$ cat src/rtl/student_serial_and16_if.sv
// student_serial_and16_if
// Handshake bundle for the bit-serial AND engine.
//   in_valid / in_ready : operand transfer (a, b sampled when both high)
//   out_valid / out_ready: result transfer (out stable while out_valid)
//   busy                : engine is evaluating or holding a result
// master: the side that supplies operands and consumes results.
// slave : the engine itself.
interface student_serial_and16_if #(
    parameter int WIDTH = 16
);
    logic             in_valid;
    logic             in_ready;
    logic [WIDTH-1:0] a;
    logic [WIDTH-1:0] b;
    logic             out_valid;
    logic             out_ready;
    logic [WIDTH-1:0] out;
    logic             busy;

    modport master (
        output in_valid, a, b, out_ready,
        input  in_ready, out_valid, out, busy
    );

    modport slave (
        input  in_valid, a, b, out_ready,
        output in_ready, out_valid, out, busy
    );
endinterface

$ cat src/rtl/student_serial_and16.sv
// student_and
// Single 2-input AND gate from the gate library.
//   a, b : inputs
//   y    : a AND b
module student_and (
    input  logic a,
    input  logic b,
    output logic y
);
    assign y = a & b;
endmodule

// student_serial_and16
// Bit-serial WIDTH-bit AND engine. Captures an operand pair on an accepted
// input transfer, evaluates one bit per clock through one student_and gate,
// and presents the finished word on the result handshake.
//   clk   : rising-edge clock
//   rst_n : asynchronous active-low reset
//   bus   : operand/result handshakes, out word and busy flag (slave side)
module student_serial_and16 #(
    parameter int WIDTH = 16
) (
    input  logic                    clk,
    input  logic                    rst_n,
    student_serial_and16_if.slave   bus
);
    localparam int CW = $clog2(WIDTH);

    typedef enum logic [1:0] {
        IDLE = 2'd0,
        RUN  = 2'd1,
        DONE = 2'd2
    } state_t;

    state_t           state;
    state_t           state_nx;
    logic [WIDTH-1:0] a_sh;
    logic [WIDTH-1:0] b_sh;
    logic [WIDTH-1:0] res;
    logic [CW-1:0]    cnt;
    logic             gate_y;
    logic             accept;
    logic             last_bit;

    assign accept   = (state == IDLE) && bus.in_valid;
    assign last_bit = (cnt == CW'(WIDTH - 1));

    student_and u_and (
        .a (a_sh[0]),
        .b (b_sh[0]),
        .y (gate_y)
    );

    always_comb begin
        state_nx = state;
        case (state)
            IDLE:    if (bus.in_valid)  state_nx = RUN;
            RUN:     if (last_bit)      state_nx = DONE;
            DONE:    if (bus.out_ready) state_nx = IDLE;
            default:                    state_nx = IDLE;
        endcase
    end

    always_ff @(posedge clk or negedge rst_n) begin
        if (!rst_n) begin
            state <= IDLE;
        end else begin
            state <= state_nx;
        end
    end

    // LSB-first evaluation; each result bit enters at the MSB so that after
    // WIDTH shifts bit i lands back in position i.
    always_ff @(posedge clk or negedge rst_n) begin
        if (!rst_n) begin
            a_sh <= '0;
            b_sh <= '0;
            res  <= '0;
            cnt  <= '0;
        end else if (accept) begin
            a_sh <= bus.a;
            b_sh <= bus.b;
            res  <= '0;
            cnt  <= '0;
        end else if (state == RUN) begin
            a_sh <= {1'b0, a_sh[WIDTH-1:1]};
            b_sh <= {1'b0, b_sh[WIDTH-1:1]};
            res  <= {gate_y, res[WIDTH-1:1]};
            cnt  <= cnt + CW'(1);
        end
    end

    assign bus.in_ready  = (state == IDLE);
    assign bus.out_valid = (state == DONE);
    assign bus.busy      = (state == RUN) || (state == DONE);
    assign bus.out       = res;
endmodule

$ cat src/flat_wrapper.sv
// flat-port wrapper written by rule: the top's interface ports become plain ports
module student_serial_and16_flat 
#(
    parameter int WIDTH = 16
)
  (clk, rst_n, bus_in_valid, bus_a, bus_b, bus_out_ready, bus_in_ready, bus_out_valid, bus_out, bus_busy);
  student_serial_and16_if #(.WIDTH(WIDTH)) bus_i ();
  input  logic clk;
  input  logic rst_n;
  input wire logic [$bits(bus_i.in_valid)-1:0] bus_in_valid;
  input wire logic [$bits(bus_i.a)-1:0] bus_a;
  input wire logic [$bits(bus_i.b)-1:0] bus_b;
  input wire logic [$bits(bus_i.out_ready)-1:0] bus_out_ready;
  output wire logic [$bits(bus_i.in_ready)-1:0] bus_in_ready;
  output wire logic [$bits(bus_i.out_valid)-1:0] bus_out_valid;
  output wire logic [$bits(bus_i.out)-1:0] bus_out;
  output wire logic [$bits(bus_i.busy)-1:0] bus_busy;
  assign bus_i.in_valid = bus_in_valid;
  assign bus_i.a = bus_a;
  assign bus_i.b = bus_b;
  assign bus_i.out_ready = bus_out_ready;
  assign bus_in_ready = bus_i.in_ready;
  assign bus_out_valid = bus_i.out_valid;
  assign bus_out = bus_i.out;
  assign bus_busy = bus_i.busy;
  student_serial_and16 #(.WIDTH(WIDTH)) u_core (.clk(clk), .rst_n(rst_n), .bus(bus_i));
endmodule
$ cat config.mk
export PLATFORM = sky130hd
export DESIGN_NAME = student_serial_and16_flat
export DESIGN_NICKNAME = d
export VERILOG_FILES = /design/src/rtl/student_serial_and16_if.sv /design/src/rtl/student_serial_and16.sv /design/src/flat_wrapper.sv
export SDC_FILE = /design/constraint.sdc
export NUM_CORES = 1
export LEC_CHECK = 0
export ABC_AREA = 1
export BUFFER_PORTS_ARGS = -buffer_cell sky130_fd_sc_hd__buf_2
export CORE_MARGIN = 8
export CORE_UTILIZATION = 30
export CTS_CLUSTER_SIZE = 16
export DETAILED_ROUTE_END_ITERATION = 10
export PLACE_DENSITY_LB_ADDON = 0.15
export SETUP_SLACK_MARGIN = 0.3
export SLEW_MARGIN = 15
export SYNTH_ARGS = -nofsm -noshare
export SYNTH_HDL_FRONTEND = slang
export SYNTH_HIERARCHICAL = 1
export SYNTH_SLANG_ARGS = --single-unit
$ cat constraint.sdc
create_clock -name clk -period 1.5 [get_ports clk]
set_input_delay 0.225 -clock clk [delete_from_list [all_inputs] [get_ports clk]]
set_output_delay 0.225 -clock clk [all_outputs]
set_load 0.02 [all_outputs]
==> flow_metrics.env <==
export IMPL_fin_total_pwr_mw=9.70
export IMPL_r2r_end="u_core/a_sh[13]$_DFFE_PN0P_"
export IMPL_area_growth_pct=50.1
export IMPL_start_kind="flip-flop"
export IMPL_drc=0
export IMPL_path_clk_slew_ns=0.10
export IMPL_r2r_cells=7
export IMPL_min_to="u_core/b_sh[15]$_DFFE_PN0P_"
export IMPL_io_pins=55
export IMPL_ys_seq_area_share_pct=50.7
export IMPL_timing_final_ws_setup_ns=0.117
export IMPL_final_layout_size_suffix_gt1_share_pct=49.5
export IMPL_r2r_slack_ns=0.12
export IMPL_cp_required_ns=1.27
export IMPL_min_from="bus_b[15]"
export IMPL_antenna_found_initial=0
export IMPL_vias=2283
export IMPL_ys_seq_elements=54
export IMPL_yosysWarnings=6
export IMPL_finalWirelength_mm=8.11
export IMPL_start_util_pct=30.7
export IMPL_portBuffers=54
export IMPL_grt_pass1_wl_mm=13.0
export IMPL_cts_num_sinks=54
export IMPL_p_per_area_nw_per_um2=2420
export IMPL_tightest_slew_ns=0.323
export IMPL_hold_class="input port to flip-flop"
export IMPL_comb_power_share_pct=58.7
export IMPL_cts_root_buf="clkbuf_8"
export IMPL_final_util_pct=46.1
export IMPL_syn_area_per_cell_um2=9.22
export IMPL_period_share_pct=92.2
export IMPL_p_clk_share_pct=12.5
export IMPL_hold_depth=3
export IMPL_hold_viol_final=0
export IMPL_htree_levels=2
export IMPL_fin_crit_ns=1.38
export IMPL_cts_buffers=5
export IMPL_synth_fp_nets=330
export IMPL_design_die_area_um2=12200
export IMPL_die_width_um=110
export IMPL_holdWs_ns=0.124
export IMPL_pwr_share_seq_pct=28.9
export IMPL_grt_overflow_total=0
export IMPL_dr_pass1_iters=4
export IMPL_n_antenna_cell=0
export IMPL_row_count=34
export IMPL_place_congestion=0.668
export IMPL_intPower_mw=5.52
export IMPL_core_um2=8680
export IMPL_fin_setup_tns_ns=0
export IMPL_critPathMaxFanout=3
export IMPL_via_per_inst=4.80
export IMPL_status="finished clean"
export IMPL_grt_pass1_vias=2470
export IMPL_r2r_start="u_core/state[0]$_DFFE_PN0P_"
export IMPL_slew_viol_final=0
export IMPL_cts_tree="done"
export IMPL_relSlewSlack_pct=78.4
export IMPL_power_switching_mw=4.17
export IMPL_rsz0062_at_grt="yes"
export IMPL_grt_max_degree=27
export IMPL_maxCapViolCount=0
export IMPL_cts_buffer_depth=2
export IMPL_setup_viol=0
export IMPL_worstSkewPairLatency_ns=0.31
export IMPL_avgRoutedWirePerCell_um=17.0
export IMPL_dp_slack_ns=-0.0983
export IMPL_die_h_um=110
export IMPL_ir_worst_vdd_mv=1.05
export IMPL_synth_cell_types=18
export IMPL_postRouteAntennaNets=0
export IMPL_syn_area_um2=2670
export IMPL_leakage_nw=1.78
export IMPL_endpoint_kind="output port"
export IMPL_max_freq_mhz=723
export IMPL_clock_skew_ns=0.00661
export IMPL_arrival_ns=1.16
export IMPL_critical_path_class="flip-flop to output port"
export IMPL_syn_inst=289
export IMPL_swShare_pct=43.1
export IMPL_startpoint="u_core/state[1]$_DFFE_PN0P_"
export IMPL_gr_usage_all_layers_pct=13.7
export IMPL_hpwl_mm=4.08
export IMPL_nets=408
export IMPL_fillers=859
export IMPL_drt_initial_drc_count=53
==> worst max path at each step <==
stage,slack [ns],end,cells after the start
2_1_floorplan,0.25,u_core/a_sh[10]$_DFFE_PN0P_,7
4_1_cts,0.11,u_core/bus.out[6]$_DFFE_PN0P_,6
5_1_grt,0.05,u_core/a_sh[13]$_DFFE_PN0P_,7
6_report,0.12,bus_busy,3
3_3_place_gp,-0.02,u_core/b_sh[9]$_DFFE_PN0P_,4
3_5_place_dp,-0.1,u_core/b_sh[9]$_DFFE_PN0P_,5
==> registers in the layout, indices dropped and copies added (netlist names) <==
register / cells
u_core/bus.out: 16
u_core/state: 2
u_core/b_sh: 16
u_core/cnt: 4
u_core/a_sh: 16
==> stage by stage <==
stage          cell area [um^2]  std cells
6_report                   4000        476
5_1_grt                    4000        476
4_1_cts                    3830        472
3_5_place_dp               3030        437
3_3_place_gp               3030        437
2_1_floorplan              2700        289
==> cells by family (layout without fill, tap and decap cells) <==
kind of cell             after synthesis  after routing  synth area share, %
buffers and inverters                 28            107                 7.00
AND/OR/NAND/NOR                      129            129                 19.5
AO/OA/AOI/OAI                         73             73                 20.5
flip-flops                            54             54                 50.7
adder cells (fa/ha/maj)                5              5                 2.35
==> power by group through the flow <==
stage,logic (mW),registers [mW],clock network [mW]
after floorplan,2.71,2.85,0
after global placement,3.52,2.70,0
after detailed placement,3.58,2.70,0
after CTS,5.31,2.73,1.24
after global routing,6.12,2.88,1.30
final,5.69,2.80,1.21
==> synthesized netlist by cell type <==
cell,number,area [um^2]
inv_4,1,6.26
a21oi_1,10,50.1
ha_1,5,62.6
buf_2,11,55.1
inv_1,7,26.3
dfrtp_1,54,1350
nor3b_2,1,12.5
a211oi_2,1,12.5
nand3_1,15,75.1
nand2_4,1,11.3
buf_6,4,45.0
nand2_1,49,184
inv_6,1,8.76
nor2_1,63,236
buf_4,2,15.0
buf_8,2,30.0
o21ai_0,16,80.1
a21oi_2,46,403
==> final cells by class <==
cell class	count	area, um^2	share of cell area [%]
inverter	9	66.3	1.66
sequential	54	1350	33.8
timing repair inverter	8	114	2.85
clock buffer	6	82.6	2.06
tap	108	135	3.38
clock inverter	2	60.1	1.50
timing repair buffer	82	786	19.6
multi-input combinational	207	1410	35.1
==> cells in the final DEF, fill, tap and decap left out, drive strengths merged, types with 2 or more instances in the layout <==
| cell | instances |
|---|---|
| buf | 79 |
| nor2 | 63 |
| a21oi | 56 |
| dfrtp | 54 |
| nand2 | 50 |
| inv | 17 |
| o21ai | 16 |
| nand3 | 15 |
| clkbuf | 8 |
| ha | 5 |
| bufinv | 2 |
==> critical path, cell delays in order (launching register included) <==
cell and delay [ns]:
dfrtp_1 0.40, inv_2 0.11, ha_4 0.21, buf_6 0.12
==> layer usage <==
layer,up-vias,track usage [%],part of all wire (%)
met2,48,23.4,48
met3,7,3.55,5.6
met1,1122,17.1,45
li1,1106,-,-
met5,-,0,0
met4,0,3.14,0.84
==> what timing repair did <==
item                                   CTS  global route
gates cloned                            14             3
endpoints found under the hold margin   10             0
hold buffers                             1             0
resized for setup                       88            22
pin swaps                                4             6
buffers inserted                        12             1
setup endpoints to repair               57            57
Power figures use the tool's default switching activity.
